--- config.mk ---
export PLATFORM = sky130hd
export DESIGN_NAME = pipe_ctrl
export DESIGN_NICKNAME = d
export VERILOG_FILES = /design/src/rtl/pipe_ctrl_pkg.sv /design/src/rtl/if_id_lane.sv /design/src/rtl/pipe_ctrl.sv
export SDC_FILE = /design/constraint.sdc
export NUM_CORES = 1
export LEC_CHECK = 0
export CAP_MARGIN = 20
export CORE_ASPECT_RATIO = 1.75
export CORE_MARGIN = 2
export CORE_UTILIZATION = 35
export CTS_CLUSTER_SIZE = 20
export DETAILED_ROUTE_END_ITERATION = 10
export GPL_TIMING_DRIVEN = 0
export PLACE_DENSITY = 0.76
export SYNTH_ARGS = -nofsm -noshare
export SYNTH_HDL_FRONTEND = slang
export SYNTH_SLANG_ARGS = --single-unit
--- constraint.sdc ---
create_clock -name clk -period 2.2 [get_ports clk]
set_input_delay 0.33 -clock clk [delete_from_list [all_inputs] [get_ports clk]]
set_output_delay 0.33 -clock clk [all_outputs]
set_load 0.02 [all_outputs]
--- src/rtl/pipe_ctrl_pkg.sv ---
// Shared configuration for pipe_ctrl: pipeline-register mask bit positions, widths, NOP encoding.
// Optional stall performance counter is enabled by defining PIPE_CTRL_PERF_EN.
`ifndef PIPE_CTRL_DEFINES_VH
`define PIPE_CTRL_DEFINES_VH
`define NUM_PIPE_MASKS 4
`define PIPE_REG_PC    0
`define PIPE_REG_IF_ID 1
`define PIPE_REG_ID_EX 2
`define ADDR_WIDTH     8
`define OP_CODE_NOP    32'h0000_0013
`endif

package pipe_ctrl_pkg;
    localparam int          NUM_LANES  = 2;
    localparam int          ADDR_W     = `ADDR_WIDTH;
    localparam int          MASK_W     = `NUM_PIPE_MASKS;
    localparam int          REG_PC     = `PIPE_REG_PC;
    localparam int          REG_IF_ID  = `PIPE_REG_IF_ID;
    localparam int          REG_ID_EX  = `PIPE_REG_ID_EX;
    localparam logic [31:0] NOP        = `OP_CODE_NOP;

    typedef enum logic [1:0] {
        LANE_LOAD  = 2'd0,
        LANE_HOLD  = 2'd1,
        LANE_CLEAR = 2'd2
    } lane_op_e;

    typedef struct packed {
        logic [31:0] instr;
        logic        valid;
    } lane_t;
endpackage

--- src/rtl/if_id_lane.sv ---
// One IF/ID lane register: load, hold, or clear to an invalid NOP.
module if_id_lane
    import pipe_ctrl_pkg::*;
(
    input  logic     clk,
    input  logic     reset,
    input  lane_op_e op,
    input  lane_t    load_data,
    output lane_t    q
);
    always_ff @(posedge clk) begin
        if (reset) begin
            q.instr <= NOP;
            q.valid <= 1'b0;
        end else begin
            case (op)
                LANE_LOAD:  q <= load_data;
                LANE_CLEAR: begin
                    q.instr <= NOP;
                    q.valid <= 1'b0;
                end
                default: ;
            endcase
        end
    end
endmodule

--- src/rtl/pipe_ctrl.sv ---
// Dual-issue front-end control: pair PC, two IF/ID lanes, ID/EX bubble decode, lane-age tracking.
// Define PIPE_CTRL_PERF_EN to add the saturating stall_cycles counter port.
module pipe_ctrl
    import pipe_ctrl_pkg::*;
(
    input  logic              clk,
    input  logic              reset,
    input  logic [MASK_W-1:0] stall0,
    input  logic [MASK_W-1:0] stall1,
    input  logic [MASK_W-1:0] nop0,
    input  logic [MASK_W-1:0] nop1,
    input  logic              flush0,
    input  logic              flush1,
    input  logic              branch_taken,
    input  logic [ADDR_W-1:0] branch_target,
    input  logic [31:0]       fetch_instr0,
    input  logic [31:0]       fetch_instr1,
    output logic [ADDR_W-1:0] pc,
    output logic [31:0]       if_id_instr0,
    output logic [31:0]       if_id_instr1,
    output logic              if_id_valid0,
    output logic              if_id_valid1,
    output logic              id_ex_bubble0,
    output logic              id_ex_bubble1,
`ifdef PIPE_CTRL_PERF_EN
    output logic [31:0]       stall_cycles,
`endif
    output logic              first
);
    logic [NUM_LANES-1:0][MASK_W-1:0] stall_v, nop_v;
    logic [NUM_LANES-1:0][31:0]       fetch_v;
    logic [NUM_LANES-1:0]             flush_v, bubble_v;
    lane_op_e                         op    [NUM_LANES];
    lane_t                            lane_q[NUM_LANES];
    logic                             pc_hold;
    logic                             skip0;
    logic                             unused_mask_bits;

    assign stall_v = {stall1, stall0};
    assign nop_v   = {nop1, nop0};
    assign fetch_v = {fetch_instr1, fetch_instr0};
    assign flush_v = {flush1, flush0};
    assign pc_hold = stall0[REG_PC] | stall1[REG_PC];
    assign unused_mask_bits = ^{stall0, stall1, nop0, nop1};

    for (genvar k = 0; k < NUM_LANES; k++) begin : g_lane
        lane_t load_data;
        assign op[k] = (branch_taken || flush_v[k]) ? LANE_CLEAR :
                       stall_v[k][REG_IF_ID]        ? LANE_HOLD  : LANE_LOAD;
        // The even slot of an odd redirect target lies before the target and must not issue.
        assign load_data.instr = fetch_v[k];
        assign load_data.valid = (k == 0) ? ~skip0 : 1'b1;
        assign bubble_v[k] = branch_taken | nop_v[k][REG_ID_EX] | ~lane_q[k].valid;

        if_id_lane u_lane (
            .clk       (clk),
            .reset     (reset),
            .op        (op[k]),
            .load_data (load_data),
            .q         (lane_q[k])
        );
    end

    assign if_id_instr0  = lane_q[0].instr;
    assign if_id_instr1  = lane_q[1].instr;
    assign if_id_valid0  = lane_q[0].valid;
    assign if_id_valid1  = lane_q[1].valid;
    assign id_ex_bubble0 = bubble_v[0];
    assign id_ex_bubble1 = bubble_v[1];

    always_ff @(posedge clk) begin
        if (reset) begin
            pc    <= '0;
            first <= 1'b1;
            skip0 <= 1'b0;
        end else if (branch_taken) begin
            pc    <= branch_target;
            first <= ~branch_target[0];
            skip0 <= branch_target[0];
        end else begin
            if (!pc_hold)
                pc <= pc + ADDR_W'(2);
            if (op[0] == LANE_LOAD && op[1] == LANE_LOAD)
                first <= ~pc[0];
            if (op[0] == LANE_LOAD)
                skip0 <= 1'b0;
        end
    end

`ifdef PIPE_CTRL_PERF_EN
    always_ff @(posedge clk) begin
        if (reset)
            stall_cycles <= '0;
        else if (pc_hold && !branch_taken && stall_cycles != 32'hFFFF_FFFF)
            stall_cycles <= stall_cycles + 32'd1;
    end
`endif
endmodule

==> results of run 1 <==
-- per-stage QoR --
step,power (mW),utilization [%],std cells,area [sq um],hold slack (ns)
after global placement,1.88,57.1,535,4480,0.455
after CTS,3.36,60.9,550,4780,0.364
after floorplan,1.63,-,288,2800,0.422
final,3.32,60.9,550,4780,0.375
after global routing,3.46,60.9,550,4780,0.392
after detailed placement,1.89,57.1,535,4480,0.468
-- registers in the layout (all words and copies together), names as in the netlist --
register	flops
g_lane.u_lane.q	66
pc	8
first	1
skip0	1
-- path summary, 6_finish.rpt --
kind | startpoint | endpoint | slack, ns
worst min-delay path | stall0[1] | g_lane[0].u_lane.q[5] | 0.38
worst min register to register | g_lane[0].u_lane.q[5] | g_lane[0].u_lane.q[5] | 0.48
worst max register to register | pc[1] | pc[5] | 0.81
worst max-delay path | branch_taken | id_ex_bubble1 | 0.20
-- cell families after synthesis --
logic type	share of synthesized area [%]
buffers and inverters	5.14
AND/OR/NAND/NOR	16.8
multiplexers	1.43
flip-flops	54.3
XOR/XNOR	0.626
AO/OA/AOI/OAI	21.2
adder cells (fa/ha/maj)	0.447
-- per-layer routing --
metal	vias to the layer above	GRT usage [%]	share of wire, %
met5	-	0	0
met4	0	8.37	2.4
met3	16	6.16	7.9
met2	118	33.3	54
met1	1259	18.5	36
li1	1363	-	-
-- cells in the mapped netlist, types with 4 or more instances --
library cell  instances  area (sq um)
dfxtp_1              76          1520
nor2_1               67           251
a22oi_1              58           435
buf_2                13          65.1
clkbuf_1              9          33.8
nand2_1               7          26.3
inv_1                 6          22.5
a21oi_1               4          20.0
mux2i_1               4          40.0
nand2b_1              4          25.0
-- final cells by class --
type / instances / share of cell area (%)
buffer: 23 / 2.43
clock buffer: 12 / 5.36
sequential: 76 / 31.8
inverter: 6 / 0.471
timing repair buffer: 157 / 32.9
tap: 90 / 2.35
multi-input combinational: 182 / 23.7
clock inverter: 4 / 0.994
-- worst max-delay path, stage by stage --
cell and delay, ns:
clkdlybuf4s50_1 0.47, buf_6 0.20, or3_1 0.34, dlygate4sd2_1 0.33
-- power by group through the flow --
stage	Combinational, mW	Clock [mW]	Sequential [mW]
floorplan	0.127	0	1.51
global route	0.448	1.57	1.44
global placement	0.413	0	1.47
detailed placement	0.420	0	1.47
finish	0.415	1.46	1.44
CTS	0.420	1.50	1.44
==> impl_metrics.yaml, run 1 <==
drt:
  vias: 2756
  wl_per_cell_microns: 14.7
  route.detailed.drc: 0
  via_per_inst: 5.01
  drt_iter0_drc: 93
  dr.pass1.iters: 7
  drt_wl_total_microns: 8070
  postRouteAntennaNets: 0
cts:
  cts_htree_levels: 3
  hold_buffers: 0
  path_clk_slew_ns: 0.05
  cts_root_buffer: "clkbuf_16"
  cts_buffers: 9
  cts_setup_buffers: 0
  max-clock-path-buffers: 2
  insertion_delay_ns: 0.32
  numClockSinks: 76
  cts_tree: "done"
  cts_resized: 1
synth:
  ys_seq_elements: 76
  avgSynthCellArea_sq_um: 9.72
  synth_edf_count: 0
  async_flop_share_pct: 0
  synth.cell_area_sq_um: 2800
  synth-seq-area-share_pct: 54.3
  ys_warn_count: 0
  synthFlopType: "dfxtp_1"
  synth_cells: 288
  ys_types: 39
  synth_nets: 382
timing:
  fmax_mhz: 499
  tightest_slew_ns: 0.517
  finalSetupViolCount: 0
  final.setup.tns_ns: 0
  min_period_ns: 2.00
  worst_slack_ns: 0.196
  finClkSkew_ns: 0.00185
  slew_violations: 0
  fin_crit_sh_pct: 91.1
  hold_violations: 0
  rsz0062_at_grt: "false"
  relSlewSlack_pct: 65.6
power_and_ir_drop:
  clkPwrFrac_pct: 44.1
  seq_power_share_pct: 43.4
  cellLeakagePower_nw: 1.75
  power.switching_fraction_pct: 21.9
  ir_drop_v: 0.000514
  p_sw_uw: 727
  combPwrFrac_pct: 12.5
  power_density_nw_per_um2: 693
  p_int_mw: 2.59
place:
  numPortBuffers: 157
  pre_cts_ws_ns: -0.234
  dp_hpwl_microns: 6330
  place_congestion: 0.728
global_routing:
  grt-ovfl-total: 0
  antenna_found_initial: 0
  grt_start_max_net_pins: 20
  track_usage_pct: 18.3
  grt_pass1_wl_microns: 12800
  grt_pass1_vias: 2796
cells_and_area:
  area_growth_pct: 70.9
  antenna_cells: 0
  multi_input_area_sq_um: 1130
  regArea_sq_um: 1520
  layout_common_cells: "clkdlybuf4s50_1 (155), dfxtp_1 (76), nor2_1 (67)"
  drive_gt1_share_pct: 8.26
  layout.nets: 549
  layout_commonest_cell: "clkdlybuf4s50_1"
  fillers: 727
floorplan:
  fp-row-count: 43
  start_util_pct: 35.6
  chipWidth_microns: 71.6
  pin_count: 170
  coreArea_sq_um: 7860
  die_h_microns: 122
  die_area_sq_um: 8760
worst_setup_path:
  crit_arrival_ns: 1.67
  rr_worst_depth: 4
  critical_path_class: "input pin to primary output"
  cp-start-kind: "input pin"
  required_ns: 1.87
  critPathCaptureType: "primary output"
  cp_max_fo: 19
job:
  drv_cap: 0
worst_hold_path:
  min_path_type: "input pin to flip-flop"
  holdPathStages: 3
run_status:
  outcome: "completed"
Note: power is estimated with default switching activity, not from simulation.
==> run 2: changes to the inputs <==
- CORE_MARGIN: 2 -> default
==> run 2 against run 1 <==
  * Non-clock buffer count unchanged
  * First-iteration DRC count grew 17%
  * Worst hold slack got worse by 0.017 ns
  * Via count is 0.29% higher
  * Sequential power about the same
  * Register-to-register slack improved by 0.02 ns
  * Critical path type unchanged
==> impl_metrics.yaml, run 2 (synthesis gave the netlist of run 1 again) <==
cts:
  numClockSinks: 76
  cts_buffers: 9
  cts_setup_buffers: 0
  max-clock-path-buffers: 2
  path_clk_slew_ns: 0.06
  cts_root_buffer: "clkbuf_16"
  cts_htree_levels: 3
  hold_buffers: 0
  insertion_delay_ns: 0.33
  cts_tree: "done"
drt:
  postRouteAntennaNets: 0
  drt_wl_total_microns: 7850
  dr.pass1.iters: 4
  drt_iter0_drc: 109
  wl_per_cell_microns: 14.3
  via_per_inst: 5.04
  route.detailed.drc: 0
  vias: 2764
timing:
  slew_violations: 0
  finClkSkew_ns: 0.00272
  rsz0062_at_grt: "false"
  min_period_ns: 2.01
  hold_violations: 0
  holdWs_ns: 0.358
  worst_slack_ns: 0.189
  fin_crit_sh_pct: 91.4
  fmax_mhz: 497
  tightest_slew_ns: 0.509
  relSlewSlack_pct: 66.1
  finalSetupViolCount: 0
job:
  drv_cap: 0
worst_setup_path:
  timing.rr.end: "pc[5]"
  cp-start-kind: "input pin"
  critical_path_class: "input pin to primary output"
  required_ns: 1.87
  crit_end: "id_ex_bubble1"
  r2r_start: "pc[1]"
  cp_max_fo: 19
  crit_arrival_ns: 1.68
  rr_worst_depth: 4
  regToRegSetupSlack_ns: 0.83
  crit_start: "branch_taken"
  critPathCaptureType: "primary output"
power_and_ir_drop:
  clkPwrFrac_pct: 41.9
  cellLeakagePower_nw: 1.73
  p_int_mw: 2.44
  power_density_nw_per_um2: 671
  power_mw: 3.19
  ir_drop_v: 0.000514
  seq_power_share_pct: 45.1
  power.switching_fraction_pct: 23.4
  combPwrFrac_pct: 13.0
  p_sw_uw: 747
place:
  dp_hpwl_microns: 6080
  pre_cts_ws_ns: -0.242
  numPortBuffers: 157
  place_area_sq_um: 4480
  dp.cells: 533
  place_congestion: 0.749
floorplan:
  fp-row-count: 42
  coreArea_sq_um: 7670
  pin_count: 170
  die_h_microns: 120
  start_util_pct: 36.5
  chipWidth_microns: 69.6
  die_area_sq_um: 8380
cells_and_area:
  area_growth_pct: 69.8
  reg.largest.list: "g_lane.u_lane.q x66, pc x8"
  largest_reg_flops: 66
  layout.nets: 549
  drive_gt1_share_pct: 8.48
  layout_commonest_cell: "clkdlybuf4s50_1"
  layout_common_cells: "clkdlybuf4s50_1 (155), dfxtp_1 (76), nor2_1 (67)"
  antenna_cells: 0
  final_cells: 548
  fin_area_sq_um: 4760
  top_register: "g_lane.u_lane.q"
worst_hold_path:
  min_path_type: "input pin to flip-flop"
global_routing:
  grt_pass1_vias: 2723
  grt_start_max_net_pins: 20
  grt-ovfl-total: 0
  antenna_found_initial: 0
  track_usage_pct: 18.6
  grt_pass1_wl_microns: 12400
run_status:
  outcome: "completed"
[run 2: cell count changes in the layout (fill, tap and decap cells not counted)]
cell / before / now
inv_6: 0 / 1
clkbuf_8: 2 / 1
clkinv_2: 2 / 3
clkbuf_1: 10 / 9
bufinv_16: 1 / 0
clkinvlp_4: 1 / 2
[run 2: power by group through the flow]
stage                     Sequential, mW  Clock, mW  Combinational [mW]
after floorplan                     1.51          0               0.127
after global placement              1.47          0               0.413
after detailed placement            1.47          0               0.418
after CTS                           1.44       1.38               0.418
after global routing                1.44       1.44               0.444
final                               1.44       1.34               0.414
[run 2: per-layer routing]
layer | part of all wire [%] | routed length [microns] | GRT usage, %
met1 | 36 | 2830 | 18.6
met2 | 53 | 4190 | 33.6
met3 | 8.1 | 633 | 6.58
met4 | 2.4 | 191 | 9.00
met5 | 0 | 0 | 0
[run 2: worst min-delay path by stage]
stage / startpoint / to / slack (ns) / depth (start not counted)
final: stall0[1] / g_lane[0].u_lane.q[2] / 0.36 / 3
after global placement: g_lane[0].u_lane.q[2] / g_lane[0].u_lane.q[2] / 0.46 / 2
after global routing: stall0[1] / g_lane[0].u_lane.q[2] / 0.38 / 3
after CTS: stall0[1] / g_lane[0].u_lane.q[2] / 0.35 / 3
after detailed placement: g_lane[0].u_lane.q[2] / g_lane[0].u_lane.q[2] / 0.46 / 2
after floorplan: flush1 / g_lane[1].u_lane.q[0] / 0.42 / 1
[run 2: what timing repair did]
| item | 4_1_cts | 5_1_grt |
|---|---|---|
| pin swaps | 0 | 0 |
| endpoints found under the hold margin | 0 | 0 |
| gates resized for setup | 1 | 1 |
| setup endpoints to repair | 2 | 1 |
[run 2: worst max-delay path: stages]
cell and delay [ns]:
clkdlybuf4s50_1 0.48, buf_6 0.20, or3_1 0.34, dlygate4sd2_1 0.33
[run 2: per-stage QoR]
| step | util [%] | TNS (ns) |
|---|---|---|
| after floorplan | - | 0 |
| after global placement | 58.4 | -0.410 |
| after detailed placement | 58.4 | -0.431 |
| after CTS | 62.0 | 0 |
| after global routing | 62.0 | 0 |
| final | 62.0 | 0 |
[run 2: area by class of cell]
class	instances	area, sq um
inverter	6	22.5
timing repair buffer	157	1570
sequential	76	1520
buffer	23	116
tap	88	110
clock buffer	10	239
fill	675	2920
clock inverter	6	38.8
multi-input combinational	182	1130
